[src/rtl/rt_seq_pkg.sv]
// Shared types and constants for the raster pixel sequencer.
// Holds the FSM state type, default parameters and the credit-counter width helper.
// No logic; imported by the sequencer top and its result FIFO.
package rt_seq_pkg;

    typedef enum logic [1:0] {
        IDLE  = 2'd0,
        RUN   = 2'd1,
        DRAIN = 2'd2,
        FLUSH = 2'd3
    } seq_state_t;

    localparam int DEF_IW         = 16;
    localparam int DEF_QW         = 16;
    localparam int DEF_DW         = 32;
    localparam int DEF_FIFO_DEPTH = 8;

    // Wide enough to hold the values 0..depth inclusive.
    function automatic int inflight_w(input int depth);
        return $clog2(depth) + 1;
    endfunction

endpackage

[src/rtl/rt_stream_fifo.sv]
// Synchronous FIFO with occupancy count and single-cycle flush.
// Latency: a push is visible on out_valid/out_data the following cycle.
// Backpressure: pop only acts when out_valid; a push into a full FIFO is dropped unless a pop frees the slot that cycle.
module rt_stream_fifo
    import rt_seq_pkg::*;
#(
    parameter int DW    = DEF_DW,
    parameter int DEPTH = DEF_FIFO_DEPTH
) (
    input  logic                  clk,
    input  logic                  resetn,
    input  logic                  flush,
    input  logic                  push,
    input  logic [DW-1:0]         push_data,
    input  logic                  pop,
    output logic                  out_valid,
    output logic [DW-1:0]         out_data,
    output logic [$clog2(DEPTH):0] count,
    output logic                  full
);
    localparam int AW = $clog2(DEPTH);

    logic [DW-1:0] mem [DEPTH];
    logic [AW-1:0] wr_ptr;
    logic [AW-1:0] rd_ptr;
    logic          do_push;
    logic          do_pop;

    assign out_valid = (count != '0);
    assign full      = (count == (AW+1)'(DEPTH));
    // Storage is never reset, so the head word is gated to zero while empty.
    assign out_data  = out_valid ? mem[rd_ptr] : '0;
    assign do_pop    = pop & out_valid;
    assign do_push   = push & (~full | do_pop);

    // Write the incoming word into the tail slot; a flush discards it.
    always_ff @(posedge clk) begin
        if (do_push && !flush) begin
            mem[wr_ptr] <= push_data;
        end
    end

    // Pointer and occupancy bookkeeping; flush empties in one cycle.
    always_ff @(posedge clk) begin
        if (!resetn || flush) begin
            wr_ptr <= '0;
            rd_ptr <= '0;
            count  <= '0;
        end else begin
            if (do_push) wr_ptr <= wr_ptr + AW'(1);
            if (do_pop)  rd_ptr <= rd_ptr + AW'(1);
            count <= count + (AW+1)'(do_push) - (AW+1)'(do_pop);
        end
    end

endmodule

[src/rtl/rt_pixel_sequencer.sv]
// Raster-order pixel issuer feeding a fixed-latency shading pipeline, results drained as a valid/ready fragment stream.
// Latency: first issue one cycle after start; a pipeline result appears on m_valid the cycle after it arrives.
// Backpressure: issue stalls while inflight + buffered results reach FIFO_DEPTH, so no result is ever dropped.
module rt_pixel_sequencer
    import rt_seq_pkg::*;
#(
    parameter int IW         = DEF_IW,
    parameter int QW         = DEF_QW,
    parameter int DW         = DEF_DW,
    parameter int FIFO_DEPTH = DEF_FIFO_DEPTH
) (
    input  logic             clk,
    input  logic             resetn,
    input  logic             start,
    input  logic             abort,
    input  logic [IW-1:0]    image_width,
    input  logic [IW-1:0]    image_height,
    output logic             issue_valid,
    output logic [IW+QW-1:0] issue_x,
    output logic [IW+QW-1:0] issue_y,
    input  logic             result_valid,
    input  logic [DW-1:0]    result_data,
    output logic             m_valid,
    input  logic             m_ready,
    output logic [DW-1:0]    m_data,
    output logic             m_last,
    output logic             busy,
    output logic             done,
    output logic             err
);
    localparam int CW = inflight_w(FIFO_DEPTH);
    localparam int TW = 2 * IW;

    seq_state_t    state;
    logic [IW-1:0] w_q, h_q, x_q, y_q;
    logic [TW-1:0] total_q, out_cnt;
    logic [CW-1:0] inflight, inflight_nxt, fifo_count;
    logic          fifo_vld, fifo_full;
    logic [DW-1:0] fifo_dat;

    logic          start_go, zero_size, credit_ok, issue_go, flush_go;
    logic          res_ok, fifo_push, pop, err_set, row_end, frame_end;
    logic [IW-1:0] cur_x, cur_y, cur_w, cur_h;

    // In IDLE the next pixel is (0,0) of the frame being started, sized from the live inputs.
    assign cur_x     = (state == IDLE) ? '0 : x_q;
    assign cur_y     = (state == IDLE) ? '0 : y_q;
    assign cur_w     = (state == IDLE) ? image_width  : w_q;
    assign cur_h     = (state == IDLE) ? image_height : h_q;
    assign row_end   = (cur_x == cur_w - IW'(1));
    assign frame_end = row_end && (cur_y == cur_h - IW'(1));

    assign start_go  = (state == IDLE) && start;
    assign zero_size = (image_width == '0) || (image_height == '0);
    // Credits use this cycle's values only; a result or pop now frees a slot next cycle.
    assign credit_ok = ({1'b0, inflight} + {1'b0, fifo_count}) < (CW+1)'(FIFO_DEPTH);
    assign issue_go  = credit_ok && ((start_go && !zero_size) || ((state == RUN) && !abort));
    assign flush_go  = abort && ((state == RUN) || (state == DRAIN));

    // Results with nothing outstanding are protocol errors and never enter the FIFO.
    assign res_ok    = result_valid && (inflight != '0);
    assign fifo_push = res_ok && (state != FLUSH) && !flush_go;
    assign pop       = fifo_vld && m_ready;
    assign err_set   = (result_valid && (inflight == '0)) || (fifo_push && fifo_full && !pop);

    assign inflight_nxt = inflight + CW'(issue_go) - CW'(res_ok);

    assign m_valid = fifo_vld;
    assign m_data  = fifo_dat;
    assign m_last  = fifo_vld && (out_cnt == total_q - TW'(1));
    assign busy    = (state != IDLE);

    rt_stream_fifo #(
        .DW    (DW),
        .DEPTH (FIFO_DEPTH)
    ) u_fifo (
        .clk       (clk),
        .resetn    (resetn),
        .flush     (flush_go),
        .push      (fifo_push),
        .push_data (result_data),
        .pop       (pop),
        .out_valid (fifo_vld),
        .out_data  (fifo_dat),
        .count     (fifo_count),
        .full      (fifo_full)
    );

    // Frame FSM with registered issue outputs, credit counter, beat counter and status flags.
    always_ff @(posedge clk) begin
        if (!resetn) begin
            state       <= IDLE;
            w_q         <= '0;
            h_q         <= '0;
            x_q         <= '0;
            y_q         <= '0;
            total_q     <= '0;
            out_cnt     <= '0;
            inflight    <= '0;
            issue_valid <= 1'b0;
            issue_x     <= '0;
            issue_y     <= '0;
            done        <= 1'b0;
            err         <= 1'b0;
        end else begin
            done     <= 1'b0;
            inflight <= inflight_nxt;
            if (err_set) err <= 1'b1;
            if (pop) out_cnt <= out_cnt + TW'(1);

            issue_valid <= issue_go;
            if (issue_go) begin
                issue_x <= {cur_x, {QW{1'b0}}};
                issue_y <= {cur_y, {QW{1'b0}}};
                if (row_end) begin
                    x_q <= '0;
                    y_q <= cur_y + IW'(1);
                end else begin
                    x_q <= cur_x + IW'(1);
                    y_q <= cur_y;
                end
            end

            case (state)
                IDLE: begin
                    if (start) begin
                        w_q     <= image_width;
                        h_q     <= image_height;
                        total_q <= TW'(image_width) * TW'(image_height);
                        out_cnt <= '0;
                        if (zero_size)      done  <= 1'b1;
                        else if (frame_end) state <= DRAIN;
                        else                state <= RUN;
                    end
                end
                RUN: begin
                    if (abort)                      state <= FLUSH;
                    else if (issue_go && frame_end) state <= DRAIN;
                end
                DRAIN: begin
                    if (abort) begin
                        state <= FLUSH;
                    end else if (pop && m_last) begin
                        state <= IDLE;
                        done  <= 1'b1;
                    end
                end
                FLUSH: begin
                    if (inflight_nxt == '0) state <= IDLE;
                end
                default: state <= IDLE;
            endcase
        end
    end

endmodule

[config.mk]
export PLATFORM = sky130hd
export DESIGN_NAME = rt_pixel_sequencer
export DESIGN_NICKNAME = d
export VERILOG_FILES = /design/src/rtl/rt_seq_pkg.sv /design/src/rtl/rt_stream_fifo.sv /design/src/rtl/rt_pixel_sequencer.sv
export SDC_FILE = /design/constraint.sdc
export NUM_CORES = 1
export LEC_CHECK = 0
export ABC_AREA = 1
export CORE_ASPECT_RATIO = 1.4
export CORE_MARGIN = 2
export CORE_UTILIZATION = 50
export CTS_BUF_LIST = sky130_fd_sc_hd__clkbuf_16
export CTS_CLUSTER_SIZE = 14
export DETAILED_ROUTE_END_ITERATION = 8
export GPL_ROUTABILITY_DRIVEN = 0
export PLACE_DENSITY = 0.69
export SYNTH_ARGS = -nofsm -noshare
export SYNTH_HDL_FRONTEND = slang
export SYNTH_SLANG_ARGS = --single-unit
[constraint.sdc]
create_clock -name clk -period 9.4 [get_ports clk]
set_input_delay 1.88 -clock clk [delete_from_list [all_inputs] [get_ports clk]]
set_output_delay 1.88 -clock clk [all_outputs]
set_load 0.01 [all_outputs]
Word-level counts from Yosys, hierarchy flattened
Memory sizes are Yosys's and may differ from the RTL's. A register that Yosys moved wholly into a read port is not among the register bits.
Cells that the tools add are included.
{ "word_totals": {"ff_bits": 179, "latch_bits": 0, "mem_bits_rw": 256, "romBits": 0, "inputBits": 70, "out_inout_bits": 102, "elab_cells": 114, "memories": 1} }
{ "memory_table": {"columns": ["memory", "words", "word_bits", "rd", "rd_ports_with_merged_regs", "write_ports", "line", "text"], "rows": [
  ["u_fifo.mem", 8, 32, 1, 1, 1, "rt_stream_fifo.sv:23", "logic [DW-1:0] mem [DEPTH];"]
]} }
{ "op_classes": {"add_sub_neg": 13, "n_mul": 1, "n_div": 0, "n_lt_le_gt_ge": 1, "eq_ne": 13, "n_shift": 0, "n_mux": 28, "bitwise_logic": 4, "reduce_logical": 37} }
{ "op_table": {"columns": ["cell", "count"], "rows": [
  ["$mux 32", 4],
  ["$mux 16", 6],
  ["$add 16x1->16 const B", 2],
  ["$add 32x1->32 const B", 1],
  ["$eq 16x16->1", 2],
  ["$eq 32x32->1", 1],
  ["$logic_not 16->1", 2],
  ["$mul 16x16->32", 1],
  ["$sub 16x1->16 const B", 2],
  ["$sub 32x1->32 const B", 1],
  ["$logic_and 1x1->1", 17],
  ["$mux 2", 8],
  ["$add 4x1->4", 2],
  ["$logic_not 4->1", 2],
  ["$ne 2x2->1 const B", 4],
  ["$pmux 2 s4", 1],
  ["$reduce_bool 4->1", 2],
  ["$sub 4x1->4", 2],
  ["$add 3x1->3 const B", 2],
  ["$mux 1", 6],
  ["$mux 3", 2],
  ["$ne 3x2->1 const B", 2],
  ["$add 4x4->5", 1],
  ["$logic_not 1->1", 5],
  ["13 further kinds", 19]
]} }

Logic depth before layout (Yosys ltp)
Gate-level depths: netlist of run 1.
{ "logic_depth": {"word_depth": 11, "depth_mapped": 28, "depth_no_buf": 26} }

Modules after synthesis
Synthesis of run 1 repeated with hierarchy kept, for this count alone.
{ "unflattened": {"hier_cells": 4058, "hier_area_um2": 31313.8} }
{ "by_module_without_submodules": {"columns": ["mod", "instances", "cells_per_inst", "area_per_inst_um2", "seq_area_each_um2"], "rows": [
  ["rt_pixel_sequencer", 1, 2983, 20040.5, 3383.2],
  ["rt_stream_fifo", 1, 1075, 11273.3, 7947.6]
]} }

Worst setup path after synthesis of run 1
OpenSTA, ideal clock, no wires.
{ "synth_path": {"path_kind": "input port to flip-flop", "from": "in image_width[7]", "to": "reg total_q[29]", "setup_time_ns": 0.057, "arrival_ns": 7.275, "required_time_ns": 9.343, "path_slack_ns": 2.068, "cell_stages": 25, "cell_sequence": "clkbuf_1 buf_1 nand2_1 fa_1 inv_1 fa_1 inv_1 fa_1 inv_1 fa_1 fa_1 inv_1 fa_1 inv_1 ha_1 a21oi_1 o21a_1 o21ai_0 nand2_1 nand3_1 a31o_2 or2_2 nand3_1 o211ai_1 inv_1"} }
{ "synth_between": {"elab_chain_len": 1} }
{ "synth_lines": {"columns": ["item", "line", "text"], "rows": [
  ["start: declaration", "rt_pixel_sequencer.sv:16", "input logic [IW-1:0] image_width,"],
  ["$mul 16x16->32", "rt_pixel_sequencer.sv:129", "total_q <= TW'(image_width) * TW'(image_height);"],
  ["end signal: assignment", "rt_pixel_sequencer.sv:129", null],
  ["end: declaration", "rt_pixel_sequencer.sv:36", "logic [TW-1:0] total_q, out_cnt;"]
]} }
No other way between the ends.
A chain may end at the register's enable or synchronous reset.

Final worst setup path of run 1
{ "layout_path": {"from": "in image_height[1]", "to": "reg total_q[21]"} }
{ "layout_between": {"elab_chain_len": 1} }
{ "layout_lines": {"columns": ["item", "line", "text"], "rows": [
  ["start: declaration", "rt_pixel_sequencer.sv:17", "input logic [IW-1:0] image_height,"],
  ["$mul 16x16->32", "rt_pixel_sequencer.sv:129", null]
]} }
No other way between the ends.

==> results of run 1 <==
-- cell families after synthesis --
group                    count (synthesis)
AO/OA/AOI/OAI                          528
XOR/XNOR                               114
adder cells (fa/ha/maj)                326
buffers and inverters                  816
flip-flops                             438
multiplexers                             1
other                                    1
AND/OR/NAND/NOR                       1556
-- power breakdown --
part / internal, W / switching [W]
registers: 0.00231 / 0.000186
clock network: 0.000985 / 0.000768
logic: 0.00254 / 0.00455
total: 0.00583 / 0.00550
-- registers in the layout, indices dropped and copies added (netlist names), 16 cells and up, named ones only --
name        flops
x_q            16
w_q            16
total_q        32
y_q            16
out_cnt        32
issue_y        16
issue_x        16
h_q            16
u_fifo.mem    256
-- final cells by class --
type | count | area, sq um | share of cell area [%]
Multi-Input combinational cell | 2557 | 16100 | 47.6
Sequential cell | 438 | 11300 | 33.5
Inverter | 611 | 2290 | 6.79
Timing Repair Buffer | 172 | 1630 | 4.83
Clock buffer | 45 | 1130 | 3.33
Tap cell | 817 | 1020 | 3.02
Clock inverter | 35 | 305 | 0.903
Antenna cell | 1 | 2.50 | 0.00740
-- metal layers --
metal / vias to the layer above / part of all wire [%] / global-route usage (%)
li1: 12100 / - / -
met4: 0 / 3.9 / 10.2
met2: 703 / 51 / 44.9
met3: 196 / 4.8 / 2.96
met1: 11800 / 41 / 30.7
met5: - / 0 / 0
-- layout by cell type, fill, tap and decap left out, types with 5 or more instances in the layout --
cell type,n
nand3_1,137
fa_1,196
nor2_1,470
inv_1,615
clkbuf_16,45
a21oi_1,110
o21ai_1,5
edfxtp_1,256
or2_2,8
buf_4,33
o21bai_1,5
clkinv_2,7
o211ai_1,14
o21ai_0,278
o21a_1,5
clkinv_1,5
dfxtp_1,180
nor2_2,17
clkdlybuf4s50_1,138
o22ai_1,45
nor4_1,17
nand4_1,42
conb_1,32
nor2_4,10
a211oi_1,6
inv_2,8
ha_1,129
xnor2_1,37
a31oi_1,37
xor2_1,74
nor3_1,32
nand2_2,14
nand2_1,788
-- critical path: stages --
cell,delay [ns]
clkdlybuf4s50_1,1.13
nand2_1,0.18
fa_1,0.55
fa_1,0.51
fa_1,0.51
inv_1,0.05
fa_1,0.48
fa_1,0.48
inv_1,0.05
fa_1,0.52
inv_1,0.05
ha_1,0.35
a21oi_1,0.24
inv_1,0.08
o21ai_0,0.19
o211ai_1,0.14
a21oi_1,0.25
o21ai_0,0.15
nand2_1,0.08
inv_1,0.04
o21ai_0,0.13
o211ai_1,0.11
inv_1,0.07
-- per-stage QoR --
| step | total power, W | hold slack [ns] |
|---|---|---|
| floorplan | 0.00750 | 0.433 |
| finish | 0.0113 | 0.467 |
| global placement | 0.00948 | 0.452 |
| detailed placement | 0.00952 | 0.460 |
| global route | 0.0124 | 0.488 |
| CTS | 0.0113 | 0.469 |
-- worst max-delay path by stage --
stage,slack (ns),from,endpoint,cells after the start
2_1_floorplan,2.07,image_width[7],total_q[29]$_SDFFE_PN0P_,25
3_3_place_gp,1.20,image_width[9],total_q[29]$_SDFFE_PN0P_,22
3_5_place_dp,1.15,image_height[1],total_q[29]$_SDFFE_PN0P_,22
4_1_cts,1.75,image_height[1],total_q[29]$_SDFFE_PN0P_,22
5_1_grt,1.30,image_height[1],total_q[21]$_SDFFE_PN0P_,22
6_report,1.67,image_height[1],total_q[21]$_SDFFE_PN0P_,23
==> impl_metrics.yaml, run 1 <==
floorplan:
  die_w_um: 213
  fp-row-count: 107
  die_area_sq_um: 63100
  start_util_pct: 50.3
  io_pins: 172
  fp.dieH_um: 296
  core-area_sq_um: 60600
worst_setup_path:
  timing.rr.end: "state[1]$_SDFFE_PN0P_"
  rr_startpoint: "state[0]$_SDFFE_PN0P_"
  path_class: "in -> reg"
  rrSetupSlack_ns: 4.88
  end_kind: "register"
  ff2ff_path_depth: 19
  path_max_fanout: 19
  crit_arrival_ns: 8.26
  cp.required_ns: 9.93
  crit_path_start_kind: "primary input"
timing:
  tns_ns: 0
  maxSlewViolCount: 0
  post-route-min-period_ns: 7.73
  period_share_pct: 82.3
  worst_pin_slew_ns: 1.02
  slew_headroom_pct: 32.0
  clock_skew_ns: 0.0282
  hold_viol_final: 0
  setup_viol: 0
  rsz0062_at_grt: "no"
  final.setup.worst_slack_ns: 1.67
  fmax_mhz: 129
drt:
  drc_errors: 0
  vias_per_cell: 5.29
  drt-total-wl_um: 77700
  ant_nets: 0
  dr.pass1.iters: 6
  drt-initial-drc-count: 1752
  avgRoutedWirePerCell_um: 16.6
  num_vias: 24700
placed_design:
  post-place-ws_ns: 1.15
  dpl-instance-area_sq_um: 32400
  dp_hpwl_um: 54500
  port_buffers: 139
  place_inst: 4595
cts:
  cts_resized: 0
  h-tree-depth: 2
  cts-buffers-inserted: 44
  clockBufferDepth: 3
  clk_pin_slew_ns: 0.06
  holdBufCountCts: 0
  cts_num_sinks: 438
  cts_tree: "yes"
  root_buffer: "clkbuf_16"
  clock_latency_ns: 0.59
  postCtsSetupBuffers: 0
yosys:
  synthSimpleGateAreaFrac_pct: 21.0
  syn_inst: 3780
  synth_top_area_cell: "edfxtp_1"
  ys_seq_area_share_pct: 37.1
  ys_types: 56
  ys.flop_type: "edfxtp_1"
  syn-cell-area_sq_um: 30500
  yosysMostFrequentCell: "nand2_1"
  synth_edf_count: 256
  synth_seq_cells: 438
  yosys_warnings: 0
  synthMuxAreaShare_pct: 0.0328
  synth_xor_area_share_pct: 3.41
  syn_area_per_cell_sq_um: 8.07
  yosys-top-cells-area: "edfxtp_1 (25%), fa_1 (13%), dfxtp_1 (12%)"
  synth-compound-area-share_pct: 9.51
  synth_top_family_by_area: "simple AND/OR/NAND/NOR gates"
  synth-adder-area-share_pct: 18.2
  synthTopCellsByCount: "nand2_1 (788), inv_1 (603), nor2_1 (479)"
  synth_top_cell_area_share_pct: 25.2
  async_flop_share_pct: 0
pwr:
  p_leak_nw: 15.1
  power_density_nw_per_um2: 335
  ir_drop_mv: 0.297
status:
  outcome: "complete, no violations"
global_route:
  grt_pass1_vias: 24400
  grt_pass1_wl_um: 126000
  grt-ovfl-total: 0
  antenna_found_initial: 1
  grt_usage_pct: 25.1
  grt_max_degree: 89
finish:
  fin_nets: 4220
  fin_util_pct: 55.7
  fin_area_sq_um: 33800
  drive_gt1_share_pct: 4.38
  instances_no_fill: 4676
  syn2layout_area_growth_pct: 10.8
  num-fill-cells: 5546
worst_hold_path:
  hold_end: "y_q[6]$_SDFFE_PN0P_"
  min_from: "y_q[6]$_SDFFE_PN0P_"
  min_delay_path_depth: 2
  min_path_type: "reg -> reg"
job:
  cap_violations: 0
No activity file was read; power rests on OpenSTA's default activity.
==> run 2, diff against run 1 <==
--- a/config.mk
+++ b/config.mk
@@ -13,7 +13,7 @@
 export CTS_CLUSTER_SIZE = 14
 export DETAILED_ROUTE_END_ITERATION = 8
 export GPL_ROUTABILITY_DRIVEN = 0
-export PLACE_DENSITY = 0.69
+export PLACE_DENSITY = 0.71
 export SYNTH_ARGS = -nofsm -noshare
 export SYNTH_HDL_FRONTEND = slang
 export SYNTH_SLANG_ARGS = --single-unit
==> constraint.sdc (replaced) <==
create_clock -name clk -period 6.9 [get_ports clk]
set_input_delay 1.38 -clock clk [delete_from_list [all_inputs] [get_ports clk]]
set_output_delay 1.38 -clock clk [all_outputs]
set_load 0.01 [all_outputs]
==> run 2 against run 1 <==
  * Flip-flop and latch count stayed put
  * Critical path depth up 2
  * Hold slack lost 0.0046 ns
  * Worst setup slack worse by 1.4 ns
  * Combinational power grew 55%
  * Highest routed layer is now met5
  * Power is 47% higher
  * Critical endpoint unchanged
  * Cell area up 3.7%
==> impl_metrics.yaml, run 2 (synthesis results as in run 1) <==
status:
  outcome: "complete, no violations"
timing:
  rsz0062_at_grt: "no"
  fmax_mhz: 152
  slew_headroom_pct: 22.5
  post-route-min-period_ns: 6.59
  clock_skew_ns: 0.0238
  setup_viol: 0
  period_share_pct: 95.5
  maxSlewViolCount: 0
  final.setup.worst_slack_ns: 0.308
  worst_pin_slew_ns: 1.16
  hold_viol_final: 0
floorplan:
  io_pins: 172
  fp-row-count: 107
  die_w_um: 213
  start_util_pct: 50.3
  fp.dieH_um: 296
  core-area_sq_um: 60600
  die_area_sq_um: 63100
worst_setup_path:
  crit_family: "adder cells"
  cp_num_buf_inv: 8
  crit_path_start_kind: "primary input"
  cpMaxStageDelayCell: "fa_1"
  cpPeakStageDelay_ns: 0.52
  path_common_cell: "fa_1"
  crit_arrival_ns: 7.10
  cp.required_ns: 7.41
  path_max_fanout: 12
  end_kind: "register"
  path_class: "in -> reg"
pwr:
  ir_drop_mv: 0.483
  power_density_nw_per_um2: 476
  p_leak_nw: 15.9
cts:
  cts_tree: "yes"
  h-tree-depth: 2
  cts_num_sinks: 438
  clock_latency_ns: 0.58
  root_buffer: "clkbuf_16"
  clk_pin_slew_ns: 0.06
  holdBufCountCts: 0
  clockBufferDepth: 3
  cts-buffers-inserted: 44
drt:
  drt-total-wl_um: 74900
  avgRoutedWirePerCell_um: 15.5
  drc_errors: 0
  vias_per_cell: 5.19
  drt-initial-drc-count: 1297
  dr.pass1.iters: 5
  num_vias: 25000
  ant_nets: 0
finish:
  fin_nets: 4373
  instances_no_fill: 4826
  final_common_cell: "nand2_1"
  drive_gt1_share_pct: 8.01
  final_cell_mix: "nand2_1 (788), inv_1 (611), nor2_1 (470), o21ai_0 (278), edfxtp_1 (256)"
  largest_reg_flops: 256
  regMostFlops: "u_fifo.mem"
  syn2layout_area_growth_pct: 14.9
  reg_top3: "u_fifo.mem x256, out_cnt x32, total_q x32"
  num-fill-cells: 5477
global_route:
  grt_usage_pct: 23.9
  grt_pass1_vias: 24700
  antenna_found_initial: 2
  grt_pass1_wl_um: 121000
  grt_max_degree: 71
  grt-ovfl-total: 0
placed_design:
  post-place-ws_ns: -0.335
  dp_hpwl_um: 54700
  place_inst: 4748
  port_buffers: 139
worst_hold_path:
  min_path_type: "reg -> reg"
job:
  cap_violations: 0
[run 2: cell count changes in the layout (fill, tap and decap cells not counted), sizes merged]
| cell | before | now |
|---|---|---|
| clkinvlp | 2 | 4 |
| clkinv | 15 | 12 |
| clkdlybuf4s50 | 138 | 135 |
| bufinv | 4 | 3 |
| buf | 34 | 187 |
| inv | 625 | 624 |
| dlymetal6s2s | 0 | 3 |
[run 2: layer usage]
layer / GRT usage [%] / up-vias / routed length, um
met4: 10.3 / 2 / 3140
li1: - / 12400 / -
met1: 26.8 / 11800 / 29300
met5: 0 / - / 17
met2: 45.2 / 660 / 38800
met3: 2.81 / 184 / 3630
[run 2: worst min-delay path, delay by kind of cell, from the launching register on]
kind / cells / cell delay, ns
buf+inv: 1 / 0.05
flops: 1 / 0.31
compound gates: 1 / 0.06
[run 2: worst paths after layout]
kind / slack [ns] / start / cells after the start / end
hold / removal: 0.46 / u_fifo.rd_ptr[2]$_SDFFE_PP0P_ / 2 / u_fifo.rd_ptr[2]$_SDFFE_PP0P_
setup / recovery: 0.31 / image_height[1] / 25 / total_q[21]$_SDFFE_PN0P_
hold reg to reg: 0.46 / u_fifo.rd_ptr[2]$_SDFFE_PP0P_ / 2 / u_fifo.rd_ptr[2]$_SDFFE_PP0P_
setup reg to reg: 2.68 / state[0]$_SDFFE_PN0P_ / 21 / y_q[15]$_SDFFE_PN0P_
[run 2: cell type report]
type                       instances  area (sq um)  area share [%]
multi-input combinational       2557         16100            45.9
sequential                       438         11300            32.3
timing repair buffer             325          2920            8.32
inverter                         611          2290            6.54
clock buffer                      45          1130            3.21
tap                              817          1020            2.92
clock inverter                    32           263           0.749
antenna                            1          2.50         0.00714
[run 2: metrics by stage]
| stage | instance area (sq um) | power (W) | TNS (ns) | util [%] | hold slack, ns |
|---|---|---|---|---|---|
| floorplan | 30600 | 0.0102 | 0 | - | 0.433 |
| global placement | 33600 | 0.0142 | -1.82 | 55.5 | 0.449 |
| detailed placement | 33600 | 0.0144 | -2.86 | 55.5 | 0.455 |
| CTS | 35000 | 0.0168 | 0 | 57.8 | 0.464 |
| global route | 35100 | 0.0183 | 0 | 57.8 | 0.485 |
| finish | 35100 | 0.0167 | 0 | 57.8 | 0.462 |
[run 2: report_power, final]
group	leakage (nW)	total [W]	internal, W	switching, W
logic	11.4	0.0110	0.00478	0.00621
clock network	0.697	0.00233	0.00130	0.00102
registers	3.80	0.00339	0.00315	0.000244
[run 2: what timing repair did]
action                     in CTS  in global routing
setup endpoints to repair       0                  5
gates resized for setup         0                  5
buffers inserted                0                  0
